`config.mk`:
```
export PLATFORM = sky130hd
export DESIGN_NAME = mips_lsu
export DESIGN_NICKNAME = d
export VERILOG_FILES = /design/src/rtl/mips_lsu.sv
export SDC_FILE = /design/constraint.sdc
export NUM_CORES = 1
export LEC_CHECK = 0
export BUFFER_PORTS_ARGS = -buffer_cell sky130_fd_sc_hd__clkbuf_2
export CELL_PAD_IN_SITES_DETAIL_PLACEMENT = 2
export CELL_PAD_IN_SITES_GLOBAL_PLACEMENT = 2
export CORE_MARGIN = 2
export CORE_UTILIZATION = 28
export DETAILED_ROUTE_END_ITERATION = 10
export GPL_TIMING_DRIVEN = 0
export PLACE_DENSITY = 0.95
export SYNTH_ARGS = -nofsm -noshare
export SYNTH_HDL_FRONTEND = slang
export SYNTH_SLANG_ARGS = --single-unit
```
`constraint.sdc`:
```
create_clock -name clk -period 2.7 [get_ports clk]
set_input_delay 0.54 -clock clk [delete_from_list [all_inputs] [get_ports clk]]
set_output_delay 0.54 -clock clk [all_outputs]
set_load 0.03 [all_outputs]
```
`src/rtl/mips_lsu.sv`:
```
// MIPS load/store unit: aligns EX-stage memory ops onto a word-wide bus
// with byte enables, and extends returning load data for writeback.
module mips_lsu #(
    parameter int unsigned Data_Width = 32
) (
    input  logic                    clk,
    input  logic                    rst_n,
    input  logic                    ex_valid,
    output logic                    ex_ready,
    input  logic                    is_store,
    input  logic [1:0]              size,
    input  logic                    is_unsigned,
    input  logic [Data_Width-1:0]   addr,
    input  logic [Data_Width-1:0]   store_data,
    input  logic [4:0]              rd_in,
    output logic                    mem_req,
    output logic                    mem_we,
    output logic [Data_Width-1:0]   mem_addr,
    output logic [Data_Width/8-1:0] mem_be,
    output logic [Data_Width-1:0]   mem_wdata,
    input  logic                    mem_ack,
    input  logic [Data_Width-1:0]   mem_rdata,
    output logic                    wb_valid,
    output logic [4:0]              wb_rd,
    output logic [Data_Width-1:0]   wb_data,
    output logic                    misalign
);

    localparam int unsigned BeW = Data_Width / 8;

    typedef enum logic {
        S_IDLE = 1'b0,
        S_REQ  = 1'b1
    } state_e;

    state_e        state_q;
    logic          store_q;
    logic [1:0]    size_q;
    logic          uns_q;
    logic [1:0]    off_q;
    logic [4:0]    rd_q;

    logic                  bad_align;
    logic [BeW-1:0]        be_d;
    logic [Data_Width-1:0] wdata_d;
    logic [Data_Width-1:0] wb_data_d;
    logic [7:0]            byte_lane;
    logic [15:0]           half_lane;

    assign ex_ready = (state_q == S_IDLE);

    // Alignment check, byte enables and lane-replicated store data for the incoming op
    always_comb begin
        bad_align = 1'b0;
        be_d      = BeW'(4'b1111);
        wdata_d   = store_data;
        case (size)
            2'b00: begin
                be_d    = BeW'(4'b0001) << addr[1:0];
                wdata_d = {4{store_data[7:0]}};
            end
            2'b01: begin
                bad_align = addr[0];
                be_d      = BeW'(4'b0011) << {addr[1], 1'b0};
                wdata_d   = {2{store_data[15:0]}};
            end
            2'b10: begin
                bad_align = (addr[1:0] != 2'b00);
            end
            default: begin
                bad_align = 1'b1;
            end
        endcase
    end

    // Lane select and sign/zero extension of the returning read word
    always_comb begin
        byte_lane = 8'(mem_rdata >> {off_q, 3'b000});
        half_lane = 16'(mem_rdata >> {off_q[1], 4'b0000});
        wb_data_d = mem_rdata;
        case (size_q)
            2'b00: wb_data_d = uns_q ? {{(Data_Width-8){1'b0}}, byte_lane}
                                     : {{(Data_Width-8){byte_lane[7]}}, byte_lane};
            2'b01: wb_data_d = uns_q ? {{(Data_Width-16){1'b0}}, half_lane}
                                     : {{(Data_Width-16){half_lane[15]}}, half_lane};
            default: wb_data_d = mem_rdata;
        endcase
    end

    // IDLE/REQ controller with registered bus, writeback and misalign outputs
    always_ff @(posedge clk) begin
        if (!rst_n) begin
            state_q   <= S_IDLE;
            store_q   <= 1'b0;
            size_q    <= 2'b00;
            uns_q     <= 1'b0;
            off_q     <= 2'b00;
            rd_q      <= 5'd0;
            mem_req   <= 1'b0;
            mem_we    <= 1'b0;
            mem_addr  <= '0;
            mem_be    <= '0;
            mem_wdata <= '0;
            wb_valid  <= 1'b0;
            wb_rd     <= 5'd0;
            wb_data   <= '0;
            misalign  <= 1'b0;
        end else begin
            wb_valid <= 1'b0;
            misalign <= 1'b0;
            case (state_q)
                S_IDLE: begin
                    if (ex_valid) begin
                        if (bad_align) begin
                            misalign <= 1'b1;
                        end else begin
                            state_q   <= S_REQ;
                            mem_req   <= 1'b1;
                            mem_we    <= is_store;
                            mem_addr  <= {addr[Data_Width-1:2], 2'b00};
                            mem_be    <= be_d;
                            mem_wdata <= wdata_d;
                            store_q   <= is_store;
                            size_q    <= size;
                            uns_q     <= is_unsigned;
                            off_q     <= addr[1:0];
                            rd_q      <= rd_in;
                        end
                    end
                end
                S_REQ: begin
                    if (mem_ack) begin
                        state_q <= S_IDLE;
                        mem_req <= 1'b0;
                        if (!store_q) begin
                            wb_valid <= 1'b1;
                            wb_rd    <= rd_q;
                            wb_data  <= wb_data_d;
                        end
                    end
                end
                default: state_q <= S_IDLE;
            endcase
        end
    end

endmodule

```
==> results of run 1 <==
==> worst max-delay path by stage <==
stage	endpoint	slack, ns	cells past startpoint
after global routing	wb_rd[0]	0.72	6
after CTS	wb_data[24]	0.79	5
after global placement	wb_data[20]	0.67	6
after floorplan	wb_data[10]	1.09	6
after detailed placement	rd_q[1]	0.57	6
final	wb_data[24]	0.82	5
==> cell usage in the layout, fill, tap and decap left out, types with 6 or more instances in the layout <==
cell type	instances
o211a_1	18
inv_6	7
a22oi_1	9
dfxtp_1	118
or3_1	7
clkbuf_16	17
buf_4	6
a32o_1	7
nand2b_1	8
nor2_1	8
clkbuf_1	23
a21boi_0	59
clkbuf_2	216
mux2i_1	24
buf_2	22
o21ai_0	43
nand3_1	8
nand2_1	185
mux2_2	7
a31oi_1	8
a21oi_1	20
==> area by class of cell <==
cell class                      instances  area [um^2]  area share, %
Multi-Input combinational cell        442         2560           35.8
Inverter                                4         15.0          0.210
Timing Repair Buffer                  216         1080           15.2
Buffer                                 52          253           3.54
Sequential cell                       118         2360           33.1
Tap cell                              229          287           4.02
Clock buffer                           18          439           6.16
Clock inverter                         14          141           1.98
==> critical path, cell delays in order, from the launching register on <==
cell,delay [ns]
dfxtp_1,0.42
mux2_4,0.36
mux2i_1,0.14
o31a_1,0.39
buf_2,0.32
a21oi_1,0.14
==> power by group through the flow <==
stage / clock [mW] / sequential [mW] / combinational [mW]
global route: 2.40 / 1.90 / 0.874
CTS: 2.31 / 1.89 / 0.816
floorplan: 0 / 2.08 / 0.316
global placement: 0 / 1.92 / 0.767
detailed placement: 0 / 1.93 / 0.799
finish: 2.28 / 1.89 / 0.812
==> metrics by stage <==
step | power [mW] | hold slack, ns | instance area, um^2 | utilization [%]
after floorplan | 2.39 | 0.441 | 5190 | -
after global placement | 2.69 | 0.444 | 6550 | 36.2
after detailed placement | 2.73 | 0.451 | 6550 | 36.2
after CTS | 5.02 | 0.319 | 7130 | 39.4
after global routing | 5.17 | 0.343 | 7130 | 39.4
final | 4.98 | 0.339 | 7130 | 39.4
==> metal layers <==
layer	up-vias	wire (um)	global-route usage, %
met5	-	0	0
met4	0	497	9.36
met3	33	1430	6.19
met2	194	12200	44.1
met1	2713	9320	26.6
li1	2572	-	-
==> synthesized netlist by cell type (2+ instances only) <==
master	n	area share, %
a21boi_0	59	8.5
a21boi_1	4	0.58
a21oi_1	20	1.9
a22oi_1	9	1.3
a31oi_1	8	0.97
a32o_1	7	1.4
and2_1	3	0.36
buf_2	22	2.1
buf_4	6	0.87
clkbuf_1	23	1.7
dfxtp_1	118	46
inv_1	4	0.29
mux2_2	7	1.5
mux2_4	2	0.58
mux2i_1	24	4.6
nand2_1	185	13
nand2b_1	8	0.97
nand3_1	8	0.77
nor2_1	8	0.58
nor3_1	4	0.39
nor3_2	2	0.39
nor3b_1	2	0.29
o211a_1	18	3.5
o21ai_0	43	4.2
o22ai_1	2	0.24
or3_1	7	0.84
==> flip-flops by register name, indices dropped and copies added (netlist names) <==
| name | flops |
|---|---|
| wb_valid | 1 |
| wb_rd | 5 |
| uns_q | 1 |
| store_q | 1 |
| mem_req | 1 |
| mem_addr | 30 |
| mem_wdata | 32 |
| wb_data | 32 |
| rd_q | 5 |
| size_q | 2 |
| state_q | 1 |
| mem_be | 4 |
| off_q | 2 |
| misalign | 1 |
==> logic make-up (layout without fill, tap and decap cells) <==
family	Yosys count	in the layout	share of synthesized area [%]
buffers and inverters	56	304	5.17
DFF	118	118	45.6
and+or+nand+nor	232	232	18.7
other	1	2	0.0724
muxes	33	33	6.74
AOI/OAI and AO/OA	175	175	23.7
==> flow_metrics.py, run 1 <==
metrics = {
    "cts": {
        "clk_pin_slew_worst_paths_ns": 0.07,
        "clockRootBuffer": "clkbuf_16",
        "clk_latency_ns": 0.44,
        "cts_tree": "yes",
        "postCtsSetupRepairBufs": 0,
        "numCtsBuffers": 17,
        "cts_resized": 0,
        "cts.sinks": 118,
        "cts_hold_buf": 0,
        "cts_max_level": 4,
        "cts_buffer_depth": 2,
    },
    "floorplan": {
        "start_util_pct": 28.7,
        "fp.dieH_um": 140,
        "top_level_ports": 219,
        "die_w_um": 140,
        "dieArea_um2": 19600,
        "std_cell_rows": 49,
        "core-area_um2": 18100,
    },
    "cells_and_area": {
        "n_fill_cell": 2053,
        "synthToLayoutAreaGrowth_pct": 37.7,
        "drive_gt1_share_pct": 34.0,
        "nets": 960,
        "diodes": 0,
        "final_cells": 1093,
    },
    "sta": {
        "slew_viol_final": 0,
        "final.setup.tns_ns": 0,
        "period_minus_slack_ns": 1.88,
        "rsz0062_at_grt": "no",
        "hold_viol": 0,
        "maxSlewHeadroom_pct": 57.1,
        "finalCritPeriodShare_pct": 69.7,
        "setup_ws_ns": 0.819,
        "fmax_mhz": 532,
        "setup_viol": 0,
        "fin_skew_ns": 0.0113,
        "worst_slew_pin_slew_ns": 0.644,
    },
    "worst_setup_path": {
        "worstPathArrival_ns": 2.19,
        "reg2reg_slack_ns": 0.82,
        "startpoint": "off_q[1]",
        "critPathKind": "register to register",
        "cp.required_ns": 3.01,
        "reg2reg_depth": 5,
        "reg2reg_from": "off_q[1]",
        "critPathCaptureType": "register",
        "r2r-end": "wb_data[24]",
        "start_kind": "register",
        "crit_fanout": 10,
    },
    "pwr": {
        "p_sw_share_pct": 31.5,
        "power_density_nw_per_um2": 699,
        "p_leak_nw": 3.33,
        "pwr-share-seq_pct": 38.0,
        "p_switching_mw": 1.57,
        "internal_power_mw": 3.42,
        "vdd_drop_max_mv": 0.474,
        "pwr-share-clk_pct": 45.7,
        "pwr-share-comb_pct": 16.3,
    },
    "hold_path": {
        "worstHoldPathType": "input pin to register",
        "min-delay-start": "addr[3]",
        "holdPathEnd": "mem_addr[3]",
        "min_path_cells": 3,
    },
    "yosys": {
        "synth_seq_area_share_pct": 45.6,
        "ys_seq_elements": 118,
        "synthesis.instances": 615,
        "syn_avg_cell_area_um2": 8.43,
        "async_reset_ff_share_pct": 0,
        "ys_warn_count": 0,
        "synth_ff_type": "dfxtp_1",
        "ys_types": 38,
        "synth_edf_count": 0,
        "syn_area_um2": 5180,
    },
    "routing": {
        "drt-vias-per-instance": 5.04,
        "num_vias": 5512,
        "drt-initial-drc-count": 205,
        "ant_nets": 0,
        "routed_wl_um": 23500,
        "post_drt_wl_per_cell_um": 21.5,
        "firstDrtPassIters": 11,
        "drc": 15,
    },
    "run": {
        "cap_viol_max_count": 0,
    },
    "placed_design": {
        "post-place-ws_ns": 0.567,
        "gp_congestion": 0.781,
        "portBuffers": 216,
        "hpwl_um": 16900,
        "place_inst": 1061,
    },
    "grt": {
        "grt_max_degree": 17,
        "grt.overflow.total": 0,
        "antenna_found_initial": 0,
        "grt_pass1_wl_um": 36000,
        "track_usage_pct": 24.0,
        "grt_pass1_vias": 6229,
    },
    "outcome": {
        "status": "finished, violations left",
        "violations": "design-rule violations",
    },
}
Note: power is estimated with default switching activity, not from simulation.
==> run 2: changes to the inputs <==
--- a/config.mk
+++ b/config.mk
@@ -9,10 +9,10 @@
 export CELL_PAD_IN_SITES_DETAIL_PLACEMENT = 2
 export CELL_PAD_IN_SITES_GLOBAL_PLACEMENT = 2
 export CORE_MARGIN = 2
-export CORE_UTILIZATION = 28
+export CORE_UTILIZATION = 24
 export DETAILED_ROUTE_END_ITERATION = 10
 export GPL_TIMING_DRIVEN = 0
-export PLACE_DENSITY = 0.95
+export PLACE_DENSITY = 0.88
 export SYNTH_ARGS = -nofsm -noshare
 export SYNTH_HDL_FRONTEND = slang
 export SYNTH_SLANG_ARGS = --single-unit
==> constraint.sdc (replaced) <==
create_clock -name clk -period 1.7 [get_ports clk]
set_input_delay 0.34 -clock clk [delete_from_list [all_inputs] [get_ports clk]]
set_output_delay 0.34 -clock clk [all_outputs]
set_load 0.03 [all_outputs]
==> flow_metrics.py, run 2 (synthesis gave the netlist of run 1 again) <==
metrics = {
    "cts": {
        "cts_hold_buf": 0,
        "cts_tree": "yes",
        "clockRootBuffer": "clkbuf_16",
        "clk_latency_ns": 0.42,
        "cts_buffer_depth": 2,
        "clk_pin_slew_worst_paths_ns": 0.06,
        "cts_max_level": 4,
        "cts.sinks": 118,
        "numCtsBuffers": 17,
    },
    "cells_and_area": {
        "drive_gt1_share_pct": 34.7,
        "final_common_cell": "clkbuf_2",
        "post-route-cell-area_um2": 7260,
        "reg_top3": "mem_wdata x32, wb_data x32, mem_addr x30",
        "utilization_pct": 34.4,
        "final_cells": 1140,
        "final_cell_mix": "218 x clkbuf_2, 185 x nand2_1, 117 x dfxtp_1",
        "nets": 961,
        "synthToLayoutAreaGrowth_pct": 40.1,
        "diodes": 0,
    },
    "floorplan": {
        "dieArea_um2": 22800,
        "die_w_um": 151,
        "fp.dieH_um": 151,
        "start_util_pct": 24.6,
        "core-area_um2": 21100,
        "top_level_ports": 219,
        "std_cell_rows": 53,
    },
    "worst_setup_path": {
        "crit_cells": 5,
        "endpoint": "wb_data[10]",
        "cp.required_ns": 2.01,
        "reg2reg_depth": 5,
        "critPathBufInv": 1,
        "crit_slowest_cell": "dfxtp_1",
        "startpoint": "state_q",
        "crit_fanout": 7,
        "worstPathArrival_ns": 1.93,
        "start_kind": "register",
        "r2r-end": "wb_data[10]",
        "cp_slowest_stage_delay_ns": 0.37,
        "critPathKind": "register to register",
        "critPathTopFamily": "simple AND/OR/NAND/NOR gates",
        "reg2reg_slack_ns": 0.08,
        "critPathCaptureType": "register",
        "path_cells": "nand2_1 > or2_2 > buf_2 > and2_1 > a32o_1",
        "reg2reg_from": "state_q",
    },
    "sta": {
        "worst_slew_pin_slew_ns": 0.718,
        "rsz0062_at_grt": "no",
        "final.setup.tns_ns": 0,
        "fmax_mhz": 617,
        "fin_skew_ns": 0.00878,
        "setup_viol": 0,
        "hold_viol": 0,
        "period_minus_slack_ns": 1.62,
        "whs_ns": 0.149,
        "finalCritPeriodShare_pct": 95.4,
        "slew_viol_final": 0,
        "setup_ws_ns": 0.0783,
        "maxSlewHeadroom_pct": 52.1,
    },
    "routing": {
        "num_vias": 5410,
        "routed_wl_um": 21500,
        "drc": 0,
        "firstDrtPassIters": 4,
        "drt-vias-per-instance": 4.75,
        "post_drt_wl_per_cell_um": 18.9,
        "drt-initial-drc-count": 169,
        "ant_nets": 0,
    },
    "outcome": {
        "status": "completed",
    },
    "grt": {
        "antenna_found_initial": 0,
        "grt_pass1_vias": 5867,
        "grt_max_degree": 17,
        "track_usage_pct": 19.2,
        "grt.overflow.total": 0,
        "grt_pass1_wl_um": 33100,
    },
    "placed_design": {
        "placed_cell_area_um2": 6610,
        "hpwl_um": 16100,
        "portBuffers": 216,
        "post-place-ws_ns": -0.218,
        "place_inst": 1107,
        "gp_congestion": 0.761,
    },
    "hold_path": {
        "min-delay-start": "addr[25]",
        "worstHoldPathType": "input pin to register",
        "min_path_cells": 3,
    },
    "pwr": {
        "power_density_nw_per_um2": 1110,
        "finalPower_mw": 8.03,
        "vdd_drop_max_mv": 0.670,
        "p_leak_nw": 3.35,
    },
    "run": {
        "cap_viol_max_count": 0,
    },
}
run 2: changes by cell type in the layout (fill, tap and decap cells not counted), sizes merged:
cell | before | now
bufinv | 1 | 3
clkbuf | 257 | 258
clkinvlp | 2 | 5
inv | 11 | 6
run 2: worst min-delay path by stage:
stage	slack, ns	endpoint
after floorplan	0.44	wb_rd[3]
after global placement	0.44	mem_wdata[30]
after detailed placement	0.45	mem_wdata[30]
after CTS	0.13	mem_addr[10]
after global routing	0.14	store_q
final	0.15	mem_addr[25]
run 2: tightest hold or removal path: stages:
cell and delay (ns):
clkbuf_2 0.08, nand2_1 0.04, a21boi_0 0.06
run 2: routing by layer:
metal	part of all wire [%]	global-route usage, %
met1	43	22.7
met2	49	33.4
met3	6.2	5.63
met4	2.1	6.45
met5	0	0
run 2: where the power goes:
| part | total [mW] | switching (mW) | leakage [nW] | internal (mW) |
|---|---|---|---|---|
| logic | 1.28 | 0.837 | 2.10 | 0.443 |
| registers | 3.00 | 0.0850 | 0.963 | 2.91 |
| clock network | 3.75 | 1.44 | 0.279 | 2.32 |
| total | 8.03 | 2.36 | 3.35 | 5.67 |
run 2: final cells by class:
class | count | area [um^2]
Clock buffer | 18 | 429
Sequential cell | 118 | 2360
Fill cell | 2489 | 13800
Inverter | 4 | 15.0
Clock inverter | 14 | 176
Tap cell | 275 | 344
Multi-Input combinational cell | 442 | 2570
Timing Repair Buffer | 218 | 1110
Buffer | 51 | 259
run 2: repair_timing:
| item | CTS | global route |
|---|---|---|
| setup buffers | 2 | 0 |
| pin swaps | 1 | 0 |
| endpoints found under the setup margin | 27 | 20 |
| resized for setup | 4 | 5 |
==> run 3: changes to the inputs <==
--- a/config.mk
+++ b/config.mk
@@ -6,8 +6,10 @@
 export NUM_CORES = 1
 export LEC_CHECK = 0
 export BUFFER_PORTS_ARGS = -buffer_cell sky130_fd_sc_hd__clkbuf_2
+export CAP_MARGIN = 15
 export CELL_PAD_IN_SITES_DETAIL_PLACEMENT = 2
 export CELL_PAD_IN_SITES_GLOBAL_PLACEMENT = 2
+export CORE_ASPECT_RATIO = 0.6
 export CORE_MARGIN = 2
 export CORE_UTILIZATION = 24
 export DETAILED_ROUTE_END_ITERATION = 10
==> flow_metrics.py, run 3 (synthesis gave the netlist of run 1 again) <==
metrics = {
    "cts": {
        "clockRootBuffer": "clkbuf_16",
        "clk_pin_slew_worst_paths_ns": 0.06,
        "cts.sinks": 118,
        "cts_hold_buf": 0,
        "cts_buffer_depth": 2,
        "cts_max_level": 4,
        "cts_tree": "yes",
        "clk_latency_ns": 0.42,
        "numCtsBuffers": 17,
    },
    "worst_setup_path": {
        "start_kind": "register",
        "r2r-end": "wb_data[10]",
        "critPathKind": "register to register",
        "path_cells": "mux2_4 > a221oi_4 > buf_12 > nand2_1 > a32o_1",
        "worstPathArrival_ns": 1.93,
        "critPathTopFamily": "compound AO/OA/AOI/OAI gates",
        "crit_fanout": 7,
        "cp.required_ns": 2.01,
        "critPathBufInv": 1,
        "cp_slowest_stage_delay_ns": 0.37,
        "reg2reg_from": "off_q[1]",
        "crit_cells": 5,
        "reg2reg_slack_ns": 0.08,
        "reg2reg_depth": 5,
        "crit_slowest_cell": "dfxtp_2",
        "critPathCaptureType": "register",
    },
    "outcome": {
        "status": "completed",
    },
    "routing": {
        "routed_wl_um": 22600,
        "ant_nets": 0,
        "drt-vias-per-instance": 4.76,
        "drt-initial-drc-count": 234,
        "drc": 0,
        "post_drt_wl_per_cell_um": 19.8,
        "firstDrtPassIters": 4,
        "num_vias": 5451,
    },
    "grt": {
        "antenna_found_initial": 1,
        "grt_max_degree": 17,
        "track_usage_pct": 20.1,
        "grt_pass1_vias": 5958,
        "grt_pass1_wl_um": 35200,
        "grt.overflow.total": 0,
    },
    "cells_and_area": {
        "multiInputGateArea_um2": 2560,
        "ff_latch_area_um2": 2360,
        "n_fill_cell": 2405,
        "final_cells": 1144,
        "reg_top3": "mem_wdata x32, wb_data x32, mem_addr x30",
        "synthToLayoutAreaGrowth_pct": 40.4,
        "drive_gt1_share_pct": 34.7,
        "utilization_pct": 34.5,
        "nets": 962,
        "diodes": 0,
        "final_common_cell": "clkbuf_2",
        "final_cell_mix": "218 x clkbuf_2, 185 x nand2_1, 117 x dfxtp_1",
    },
    "sta": {
        "setup_viol": 0,
        "final.setup.tns_ns": 0,
        "slew_viol_final": 0,
        "rsz0062_at_grt": "yes",
        "fmax_mhz": 616,
        "period_minus_slack_ns": 1.62,
        "maxSlewHeadroom_pct": 55.5,
        "fin_skew_ns": 0.0149,
        "hold_viol": 0,
        "worst_slew_pin_slew_ns": 0.668,
        "finalCritPeriodShare_pct": 95.5,
        "whs_ns": 0.143,
    },
    "pwr": {
        "vdd_drop_max_mv": 0.707,
        "pwr-share-comb_pct": 16.0,
        "pwr-share-clk_pct": 47.2,
        "p_switching_mw": 2.28,
        "finalPower_mw": 8.15,
        "internal_power_mw": 5.87,
        "p_sw_share_pct": 28.0,
        "pwr-share-seq_pct": 36.8,
        "p_leak_nw": 3.38,
        "power_density_nw_per_um2": 1120,
    },
    "floorplan": {
        "top_level_ports": 219,
        "core-area_um2": 21100,
        "std_cell_rows": 41,
        "dieArea_um2": 22800,
        "fp.dieH_um": 118,
        "start_util_pct": 24.6,
        "die_w_um": 194,
    },
    "placed_design": {
        "place_inst": 1111,
        "gp_congestion": 0.808,
        "portBuffers": 216,
        "hpwl_um": 17400,
    },
    "hold_path": {
        "min_path_cells": 3,
        "min-delay-start": "rd_in[2]",
        "holdPathEnd": "rd_q[2]",
        "worstHoldPathType": "input pin to register",
    },
    "run": {
        "cap_viol_max_count": 0,
    },
}
## run 3: cell count changes in the layout (fill, tap and decap cells not counted), sizes merged
cell | before | now
inv | 6 | 4
clkinvlp | 5 | 1
buf | 29 | 30
bufinv | 3 | 4
clkinv | 4 | 5
clkbuf | 258 | 261
## run 3: worst min-delay path: cells and delay by family
kind,cells,cell delay [ns]
buffers and inverters,1,0.08
AO/OA/AOI/OAI,1,0.06
AND/OR/NAND/NOR,1,0.04
## run 3: what timing repair did
item / in CTS / in global routing
resized for setup: 2 / 9
setup endpoints to repair: 29 / 41
setup buffers: 2 / 1
pin swaps: 2 / 0
## run 3: layout make-up
cell class / instances / area share [%]
sequential: 118 / 32.5
multi-input combinational: 442 / 35.2
buffer: 51 / 3.56
tap: 279 / 4.80
timing repair buffer: 219 / 15.3
clock buffer: 21 / 6.33
inverter: 4 / 0.206
clock inverter: 10 / 2.10
## run 3: metal layers
metal / global-route usage (%) / vias to the layer above / share of wire [%]
li1: - / 2579 / -
met1: 27.6 / 2691 / 48
met2: 30.4 / 166 / 43
met3: 6.68 / 15 / 7.2
met4: 4.53 / 0 / 1.1
met5: 0 / - / 0
## run 3: worst max-delay path by stage
stage | start | end
detailed placement | addr[1] | mem_wdata[31]
floorplan | off_q[1] | wb_data[10]
CTS | off_q[1] | wb_data[8]
finish | off_q[1] | wb_data[10]
global route | state_q | wb_data[30]
global placement | addr[0] | size_q[0]
## run 3: per-stage QoR
step	cell area (um^2)	worst slack [ns]
3_5_place_dp	6620	-0.263
3_3_place_gp	6620	-0.185
4_1_cts	7260	0.0150
6_report	7280	0.0766
2_1_floorplan	5190	0.220
5_1_grt	7280	-0.00477
## run 3: power by group through the flow
stage                     Sequential (mW)  Combinational [mW]  Clock, mW
after global placement               3.05                1.24          0
after global routing                 3.02                1.41       4.07
after floorplan                      3.30               0.502          0
final                                3.00                1.30       3.85
after detailed placement             3.06                1.28          0
after CTS                            3.00                1.31       3.92
